[src/rtl/bb_frame_decoder.sv]
`default_nettype none
// ============================================================================
// Module   : bb_frame_decoder
// Purpose  : Assembles framed bus-bridge requests from the UART receive byte
//            stream and presents them to the bridge master on a valid/ready
//            handshake. Stalled frames are dropped by an inter-byte timeout.
//            Bytes arriving while a request is held are dropped as overrun.
// Ports    : clk, rstn            - clock, asynchronous active-low reset
//            rx_data, rx_valid    - received byte and its one-cycle strobe
//            bb_addr, bb_wdata,   - assembled request fields
//            bb_mode                (1 = write, 0 = read)
//            req_valid, req_ready - request handshake
//            frame_err            - pulse: frame aborted by timeout
//            overrun              - pulse: byte dropped while holding
// Revision : 1.0 - initial release
// ============================================================================
module bb_frame_decoder #(
  parameter int BB_ADDR_WIDTH  = 13,
  parameter int DATA_WIDTH     = 8,
  parameter int TIMEOUT_CYCLES = 50000
) (
  input  logic                     clk,
  input  logic                     rstn,
  input  logic [7:0]               rx_data,
  input  logic                     rx_valid,
  output logic [BB_ADDR_WIDTH-1:0] bb_addr,
  output logic [DATA_WIDTH-1:0]    bb_wdata,
  output logic                     bb_mode,
  output logic                     req_valid,
  input  logic                     req_ready,
  output logic                     frame_err,
  output logic                     overrun
);

  localparam logic [1:0] c_st_idle    = 2'd0;
  localparam logic [1:0] c_st_addr_lo = 2'd1;
  localparam logic [1:0] c_st_data    = 2'd2;
  localparam logic [1:0] c_st_hold    = 2'd3;

  localparam int                 c_cnt_w    = $clog2(TIMEOUT_CYCLES + 1);
  localparam logic [c_cnt_w-1:0] c_tmo_last = c_cnt_w'(TIMEOUT_CYCLES - 1);
  localparam logic [c_cnt_w-1:0] c_tmo_max  = c_cnt_w'(TIMEOUT_CYCLES);

  logic [1:0]         r_state;
  logic [1:0]         w_state_next;
  logic [c_cnt_w-1:0] r_tmo_cnt;
  logic               w_in_frame;
  logic               w_expire;
  logic               w_frame_err;
  logic               w_overrun;

  // Timeout only runs while a frame is partially received; a byte in the
  // expiry cycle takes priority over the abort.
  assign w_in_frame = (r_state == c_st_addr_lo) || (r_state == c_st_data);
  assign w_expire   = w_in_frame && !rx_valid && (r_tmo_cnt == c_tmo_last);

  // State register
  always_ff @(posedge clk or negedge rstn) begin
    if (!rstn) begin
      r_state <= c_st_idle;
    end else begin
      r_state <= w_state_next;
    end
  end

  // Next-state logic
  always_comb begin
    w_state_next = r_state;
    case (r_state)
      c_st_idle: begin
        if (rx_valid) w_state_next = c_st_addr_lo;
      end
      c_st_addr_lo: begin
        if (rx_valid)      w_state_next = bb_mode ? c_st_data : c_st_hold;
        else if (w_expire) w_state_next = c_st_idle;
      end
      c_st_data: begin
        if (rx_valid)      w_state_next = c_st_hold;
        else if (w_expire) w_state_next = c_st_idle;
      end
      c_st_hold: begin
        if (req_ready) w_state_next = c_st_idle;
      end
      default: w_state_next = c_st_idle;
    endcase
  end

  // Output logic
  always_comb begin
    req_valid   = (r_state == c_st_hold);
    w_overrun   = (r_state == c_st_hold) && rx_valid;
    w_frame_err = w_expire;
  end

  // Inter-byte timeout counter; any state change or received byte restarts it.
  always_ff @(posedge clk or negedge rstn) begin
    if (!rstn) begin
      r_tmo_cnt <= '0;
    end else if (rx_valid || (w_state_next != r_state)) begin
      r_tmo_cnt <= '0;
    end else if (w_in_frame && (r_tmo_cnt != c_tmo_max)) begin
      r_tmo_cnt <= r_tmo_cnt + c_cnt_w'(1);
    end
  end

  // Request fields and status pulses
  always_ff @(posedge clk or negedge rstn) begin
    if (!rstn) begin
      bb_addr   <= '0;
      bb_wdata  <= '0;
      bb_mode   <= 1'b0;
      frame_err <= 1'b0;
      overrun   <= 1'b0;
    end else begin
      frame_err <= w_frame_err;
      overrun   <= w_overrun;
      if (w_expire) begin
        // Partial frame is discarded.
        bb_addr  <= '0;
        bb_wdata <= '0;
        bb_mode  <= 1'b0;
      end else if (rx_valid) begin
        case (r_state)
          c_st_idle: begin
            bb_mode                  <= rx_data[7];
            bb_addr[BB_ADDR_WIDTH-1:8] <= rx_data[BB_ADDR_WIDTH-9:0];
            bb_addr[7:0]             <= 8'h00;
            bb_wdata                 <= '0;
          end
          c_st_addr_lo: bb_addr[7:0] <= rx_data;
          c_st_data:    bb_wdata     <= rx_data;
          default: ;
        endcase
      end
    end
  end

endmodule
`default_nettype wire

[config.mk]
export PLATFORM = sky130hd
export DESIGN_NAME = bb_frame_decoder
export DESIGN_NICKNAME = d
export VERILOG_FILES = /design/src/rtl/bb_frame_decoder.sv
export SDC_FILE = /design/constraint.sdc
export NUM_CORES = 1
export LEC_CHECK = 0
export ABC_AREA = 1
export CORE_ASPECT_RATIO = 1.4
export CORE_MARGIN = 2
export CORE_UTILIZATION = 55
export DETAILED_ROUTE_END_ITERATION = 8
export PLACE_DENSITY = 0.8
export SYNTH_ARGS = -nofsm -noshare
export SYNTH_HDL_FRONTEND = slang
export SYNTH_SLANG_ARGS = --single-unit
[constraint.sdc]
create_clock -name clk -period 3.85 [get_ports clk]
set_input_delay 0.385 -clock clk [delete_from_list [all_inputs] [get_ports clk]]
set_output_delay 0.385 -clock clk [all_outputs]
set_load 0.01 [all_outputs]
# == Word-level counts from Yosys, hierarchy flattened ==
# Cells that the tools add are included.
# op_classes
n_addsub,1
eq_ne,6
n_mux,19
reduce_logical,16
# ops
cell,count
2-to-1 mux 16 bit,2
case mux 8 bit (2 select lines),2
2-to-1 mux 13 bit,2
"adder 16 x 1 -> 16 bit, second input constant",1
"equality test 16 bit, second input constant",1
2-to-1 mux 8 bit,2
"inequality test 16 bit, second input constant",1
2-to-1 mux 2 bit,5
case mux 2 bit (4 select lines),1
AND reduction 2 bit,3
nonzero test 2 bit,3
nonzero test 3 bit,2
2-to-1 mux 5 bit,1
"equality test 2 bit, second input constant",2
logical AND 1 bit,4
2-to-1 mux 1 bit,4
"equality test 2 x 1 -> 1 bit, second input constant",1
logical NOT 2 bit,1
logical OR 1 bit,2
inequality test 2 bit,1
logical NOT 1 bit,1
# totals
word_cells,50
regBits,42
out_inout_bits,25

# == Depth between registers and ports, before layout ==
# Gate-level depths: netlist of the first run.
# depth
word_depth,10
ltp_mapped,14
depth_no_buf,13

# == Worst setup path after synthesis of the first run ==
# OpenSTA, ideal clock, no wires.
# synth_path
path_kind,register to register
start,register r_state[0]
end,register r_tmo_cnt[3]
setup_slack_ns,2.022
n_path_buf,1
t_required_ns,3.730
path_stages_with_launch,15
setup_time_ns,0.120
arrival_time_ns,1.708
path_cell_list,dfrtp_1 > inv_1 > ha_1 > inv_1 > nor2_2 > nand3b_1 > nor2_1 > nand2_1 > nand2_1 > nand2_1 > nand2_1 > nand3_1 > nand2_4 > buf_6 > nor2_1
# synth_via
elab_chain_cells,10
word_cells_on_any_way,18
# synth_lines
element,line_no,text
start: declaration,44,logic [1:0] r_state;
start signal: assignment,60,r_state <= c_st_idle;
start signal: assignment,62,r_state <= w_state_next;
equality test 2 x 1 -> 1 bit / equality test 2 bit (equally long branches),"54, 69",
logical OR 1 bit,54,assign w_in_frame = (r_state == c_st_addr_lo) || (r_state == c_st_data);
logical AND 1 bit (2 in series),55,assign w_expire = w_in_frame && !rx_valid && (r_tmo_cnt == c_tmo_last);
2-to-1 mux 2 bit,"75, 79",
"2-to-1 mux 2 bit, on equally long branches","78, 74",
case mux 2 bit (4 select lines),69,case (r_state)
inequality test 2 bit,99,end else if (rx_valid || (w_state_next != r_state)) begin
logical OR 1 bit,99,
2-to-1 mux 16 bit / nonzero test 2 bit (equally long branches),-,
end signal: assignment,102,r_tmo_cnt <= r_tmo_cnt + c_cnt_w'(1);
end: declaration,46,logic [c_cnt_w-1:0] r_tmo_cnt;
# Several ways; a longest one is shown, not always the timed one.
# A chain may end at the register's enable or synchronous reset.

# == Worst setup path in the final report of the first run ==
# layout_path
start,register r_state[0]
end,register bb_addr[3]
# layout_via
elab_chain_cells,6
word_cells_on_any_way,12
# layout_lines
element,line_no,text
equality test 2 x 1 -> 1 bit / equality test 2 bit (equally long branches),"54, 123",
logical OR 1 bit,54,
logical AND 1 bit (2 in series),55,
nonzero test 3 bit (no line) / nonzero test 2 bit (equally long branches),-,
AND reduction 2 bit (no line),-,
end signal: indexed assignment,126,bb_addr[BB_ADDR_WIDTH-1:8] <= rx_data[BB_ADDR_WIDTH-9:0];
end signal: assignment,130,c_st_addr_lo: bb_addr[7:0] <= rx_data;
end: declaration,26,"output logic [BB_ADDR_WIDTH-1:0] bb_addr,"
# Several ways; a longest one is shown, not always the timed one. The select of a mux whose other input is x is not followed.

==> results.sh, run 1 <==
export IMPL_outcome="finished clean"
export IMPL_slew_viol_final=0
export IMPL_firstDrtPassIters=4
export IMPL_async_reset_ff_share_pct=100
export IMPL_cts_tree="built"
export IMPL_synth_area_sq_um=2210
export IMPL_yosys_warnings=0
export IMPL_grt_pass1_vias=1874
export IMPL_routedWlPerCell_microns=12.6
export IMPL_path_max_fanout=19
export IMPL_grtUsageTotal_pct=22.4
export IMPL_fin_worst_skew_ns=0.00714
export IMPL_dp_hpwl_microns=3380
export IMPL_die_w_microns=57.6
export IMPL_report_final_hold_viol_count=0
export IMPL_cts_sinks=42
export IMPL_ant_nets=0
export IMPL_synthFlopType="dfrtp_1"
export IMPL_fin_setup_tns_ns=0
export IMPL_synth_xor_area_share_pct=2.77
export IMPL_area_growth_syn_to_layout_pct=21.5
export IMPL_slowest_stage="a21oi_2"
export IMPL_grt_ovfl_total=0
export IMPL_finalCritPeriodShare_pct=57.4
export IMPL_drt_wl_total_microns=4550
export IMPL_final_layout_size_suffix_gt1_share_pct=7.86
export IMPL_cp_cell_sequence="inv_1 > ha_1 > inv_1 > nor2_2 > nand3_4 > o21ai_4 > a21oi_2 > nand2_1 > o21ai_1"
export IMPL_route_detailed_drc=0
export IMPL_min_period_ns=2.21
export IMPL_cp_top_family="compound AO/OA/AOI/OAI gates"
export IMPL_root_buffer="clkbuf_8"
export IMPL_post_cts_setup_buffers=0
export IMPL_synth_fp_nets=298
export IMPL_synth_compound_area_share_pct=9.04
export IMPL_ioPinCount=37
export IMPL_ir_worst_vdd_v=0.000502
export IMPL_fin_area_sq_um=2690
export IMPL_syn_inst=280
export IMPL_die_h_microns=79.1
export IMPL_initial_core_util_pct=57.0
export IMPL_yosys_mux_area_fraction_pct=0
export IMPL_p_per_area_nw_per_um2=635
export IMPL_clock_latency_ns=0.30
export IMPL_cp_slowest_stage_delay_ns=0.54
export IMPL_vias=1891
export IMPL_p_leak_nw=1.21
export IMPL_whs_ns=0.206
export IMPL_port_buffer_count=36
export IMPL_crit_required_ns=4.08
export IMPL_clkTransAtPathRegs_ns=0.08
export IMPL_grt_pass1_wl_microns=7980
export IMPL_startpoint_type="flop"
export IMPL_cp_common_cell="inv_1"
export IMPL_crit_type="flop to flop"
export IMPL_rsz0062_at_grt="no"
export IMPL_seq_area_frac_synth_pct=47.5
export IMPL_cts_made_buffers=5
export IMPL_holdBufCountCts=0
export IMPL_gp_congestion=0.835
export IMPL_synth_adder_area_share_pct=3.39
export IMPL_worstSetupEndpointType="flop"
export IMPL_hold_path_class="input pin to async pin"
export IMPL_cts_max_path_buffers=2
export IMPL_dp_slack_ns=1.59
export IMPL_path_buf_inv=2
export IMPL_synth_edff_count=0
export IMPL_drt_iter0_markers=77
export IMPL_synthSimpleGateAreaFrac_pct=30.0
export IMPL_slew_headroom_pct=39.0
export IMPL_setup_viol=0
export IMPL_grt_max_degree=43
export IMPL_post_route_util_pct=69.2
export IMPL_diodes=0
export IMPL_antenna_found_initial=0
export IMPL_synth_cell_types=29
export IMPL_rows=27
export IMPL_tightestPinTransition_ns=0.915
export IMPL_arrival_ns=2.44
export IMPL_core_area_sq_um=3880
export IMPL_place_area_sq_um=2580
export IMPL_postSynthAreaPerCell_sq_um=7.91
export IMPL_fin_ws_ns=1.64
export IMPL_finalNetCount=335
export IMPL_cts_htree_levels=2
export IMPL_fp_dieArea_sq_um=4560
export IMPL_ys_ff_latch=42
export IMPL_synth_top_family_by_area="simple AND/OR/NAND/NOR gates"
export IMPL_fmax_ghz=0.452
export IMPL_drv_cap=0
export IMPL_via_per_inst=5.24
export IMPL_cts_resized_gates=0
cells in the mapped netlist, types with 2 or more instances:
cell     number  area share, %
xnor2_1       2           0.79
nand2_1      69             12
a21oi_2       2           0.79
nor2_1       43            7.3
nor3_1        3           0.68
nand4_1       3           0.85
xor2_1        5            2.0
buf_4         3            1.0
o21ai_0      14            3.2
inv_1        30            5.1
nand3_2       2           0.90
nand3_1      21            4.7
nor2_2        4            1.1
o21ai_1       8            1.8
dfrtp_1      42             47
inv_2         2           0.34
a21oi_1      10            2.3
ha_1          6            3.4
power by group:
| group | internal (mW) | total, mW | switching (mW) |
|---|---|---|---|
| sequential | 0.552 | 0.626 | 0.0739 |
| clock | 0.191 | 0.343 | 0.153 |
| combinational | 0.314 | 0.739 | 0.424 |
| total | 1.06 | 1.71 | 0.651 |
cell families after synthesis:
kind of cell             Yosys count
flip-flops                        42
AO/OA/AOI/OAI                     36
buffers and inverters             38
AND/OR/NAND/NOR                  151
XOR/XNOR                           7
adder cells (fa/ha/maj)            6
final timing paths:
check                       startpoint           to  slack (ns)  depth (start not counted)
max                         r_state[0]   bb_addr[3]        1.64                          9
min                               rstn  bb_wdata[2]        0.21                          1
max reg2reg                 r_state[0]   bb_addr[3]        1.64                          9
min reg2reg                bb_wdata[1]  bb_wdata[1]        0.49                          2
max in group asynchronous         rstn   bb_addr[5]        3.06                          1
min in group clk           bb_wdata[1]  bb_wdata[1]        0.49                          2
layer usage:
layer	GRT usage, %	vias to the layer above	wire length, microns
met5	0	-	0
met4	6.05	0	63
met3	5.05	8	235
met2	40.8	54	2430
met1	25.8	871	1820
li1	-	958	-
cell usage in the layout, fill, tap and decap left out, types with 3 or more instances in the layout:
cell	instances
clkbuf_8	5
nor3_1	3
xor2_1	5
inv_1	30
nor2_1	43
nand3_1	21
dfrtp_1	42
clkdlybuf4s50_1	35
nor2_2	4
nand4_1	3
o21ai_0	14
nand2_1	69
o21ai_1	8
ha_1	6
a21oi_1	10
flip-flops by register name, summed over array words and instances (netlist names):
| register | flops |
|---|---|
| r_state | 2 |
| overrun | 1 |
| bb_mode | 1 |
| r_tmo_cnt | 16 |
| bb_wdata | 8 |
| bb_addr | 13 |
| frame_err | 1 |
layout make-up:
cell class	instances	area, sq um
flip-flops and latches	42	1050
fillers	340	1190
clock buffers	5	68.8
well taps	43	53.8
repair buffers	36	355
multi-input cells	200	1000
clock inverters	3	40.0
inverters	32	120
per-stage QoR:
stage | std cells | power, mW
after floorplan | 280 | 1.09
after global placement | 353 | 1.35
after detailed placement | 353 | 1.38
after CTS | 361 | 1.72
after global routing | 361 | 1.83
final | 361 | 1.71
Power figures use the tool's default switching activity.
==> inputs of run 2 (changes only) <==
CORE_UTILIZATION = 48   (was 55)
PLACE_DENSITY = 0.74   (was 0.8)
clock period = 1.9 ns   (was 3.85 ns; I/O delays follow)
==> results.sh, run 2 (same netlist as run 1, synthesis figures left out) <==
export IMPL_outcome="finished clean"
export IMPL_dp_hpwl_microns=3640
export IMPL_report_final_hold_viol_count=0
export IMPL_drv_cap=0
export IMPL_routedWlPerCell_microns=12.4
export IMPL_cp_cell_sequence="buf_4 > ha_1 > or2_2 > o21ai_0 > nor2_1 > nand3_2 > nand3_1 > nand2_1 > inv_2 > nand2_4 > nor2_1"
export IMPL_post_cts_setup_buffers=0
export IMPL_path_buf_inv=2
export IMPL_min_period_ns=1.79
export IMPL_die_h_microns=84.4
export IMPL_p_leak_nw=1.27
export IMPL_drt_wl_total_microns=4910
export IMPL_cts_htree_levels=2
export IMPL_clock_latency_ns=0.30
export IMPL_regMostFlops="r_tmo_cnt"
export IMPL_grt_pass1_wl_microns=7900
export IMPL_port_buffer_count=36
export IMPL_ir_worst_vdd_v=0.000712
export IMPL_dpl_cell_count=385
export IMPL_hold_path_class="input pin to async pin"
export IMPL_cts_made_buffers=5
export IMPL_cp_common_cell="nor2_1"
export IMPL_core_area_sq_um=4500
export IMPL_initial_core_util_pct=49.2
export IMPL_layout_common_cells="nand2_1, nor2_1, dfrtp_1"
export IMPL_crit_type="flop to flop"
export IMPL_grt_ovfl_total=0
export IMPL_place_area_sq_um=2720
export IMPL_fin_worst_skew_ns=0.00741
export IMPL_diodes=0
export IMPL_area_growth_syn_to_layout_pct=28.9
export IMPL_gp_congestion=0.853
export IMPL_slowest_stage="dfrtp_1"
export IMPL_arrival_ns=1.98
export IMPL_fp_dieArea_sq_um=5180
export IMPL_finalNetCount=350
export IMPL_worstSetupEndpointType="flop"
export IMPL_fmax_ghz=0.558
export IMPL_fin_setup_tns_ns=0
export IMPL_slew_headroom_pct=67.2
export IMPL_grt_max_degree=23
export IMPL_crit_required_ns=2.09
export IMPL_cp_top_family="simple AND/OR/NAND/NOR gates"
export IMPL_via_per_inst=4.90
export IMPL_tightestPinTransition_ns=0.493
export IMPL_ioPinCount=37
export IMPL_r2r_end="r_tmo_cnt[10]"
export IMPL_fin_area_sq_um=2860
export IMPL_cp_slowest_stage_delay_ns=0.39
export IMPL_rr_worst_depth=11
export IMPL_die_w_microns=61.4
export IMPL_grt_pass1_vias=1802
export IMPL_root_buffer="clkbuf_8"
export IMPL_mostFrequentLayoutCell="nand2_1"
export IMPL_multiInputGateArea_sq_um=1040
export IMPL_antenna_found_initial=0
export IMPL_reg2reg_setup_slack_ns=0.11
export IMPL_cts_tree="built"
export IMPL_vias=1936
export IMPL_n_fill_cell=422
export IMPL_reg2reg_from="r_state[1]"
export IMPL_drt_iter0_markers=109
export IMPL_largest_reg_flops=16
export IMPL_top_regs="r_tmo_cnt (16), bb_addr (13), bb_wdata (8)"
export IMPL_slew_viol_final=0
export IMPL_rows=29
export IMPL_cts_sinks=42
export IMPL_clkTransAtPathRegs_ns=0.08
export IMPL_ant_nets=0
export IMPL_route_detailed_drc=0
export IMPL_firstDrtPassIters=4
export IMPL_p_per_area_nw_per_um2=1260
export IMPL_cts_max_path_buffers=2
export IMPL_path_max_fanout=8
export IMPL_regArea_sq_um=1050
export IMPL_finalCritPeriodShare_pct=94.3
export IMPL_startpoint_type="flop"
export IMPL_final_layout_size_suffix_gt1_share_pct=12.6
export IMPL_grtUsageTotal_pct=20.4
export IMPL_setup_viol=0
export IMPL_final_cells=395
run 2: through the flow:
step | setup WS (ns) | hold slack, ns | total power [mW] | utilization [%]
after floorplan | 0.0724 | -0.106 | 2.22 | -
final | 0.109 | 0.383 | 3.59 | 63.5
after global placement | 0.119 | 0.176 | 2.91 | 60.3
after detailed placement | 0.0703 | 0.181 | 2.94 | 60.3
after global routing | -0.00779 | 0.434 | 3.89 | 63.5
after CTS | 0.0608 | 0.396 | 3.51 | 62.5
run 2: timing repair:
action / 4_1_cts / 5_1_grt
hold buffers: 1 / 0
hold endpoints to repair: 20 / 0
endpoints found under the setup margin: 0 / 16
gates resized for setup: 0 / 7
run 2: how the worst max path moves through the flow:
stage | slack, ns | to | cells after the start | from
finish | 0.11 | r_tmo_cnt[10] | 11 | r_state[1]
global route | -0.008 | r_tmo_cnt[8] | 13 | r_state[0]
CTS | 0.06 | r_tmo_cnt[7] | 13 | r_state[0]
detailed placement | 0.07 | r_tmo_cnt[0] | 13 | r_state[0]
global placement | 0.12 | r_tmo_cnt[7] | 11 | rx_valid
floorplan | 0.07 | r_tmo_cnt[3] | 14 | r_state[0]
run 2: final cells by class:
| type | count | area share [%] |
|---|---|---|
| clock buffer | 6 | 2.54 |
| clock inverter | 2 | 0.482 |
| inverter | 32 | 4.21 |
| multi-input combinational | 201 | 36.6 |
| sequential | 42 | 36.8 |
| tap | 62 | 2.72 |
| timing repair buffer | 50 | 16.7 |
run 2: report_power, final:
group | switching [mW] | internal [mW]
Clock | 0.307 | 0.259
Sequential | 0.124 | 1.12
Combinational | 0.964 | 0.823
run 2: metal layers:
metal  routed length [microns]  global-route usage [%]
met1                      1960                    23.4
met2                      2560                    34.8
met3                       249                    5.08
met5                         0                       0
met4                       144                    8.32
==> inputs of run 3 (changes only) <==
SLEW_MARGIN = 30   (was not set)
==> results of run 3 <==
The final DEF is identical to that of run 2; final timing and power are the same.
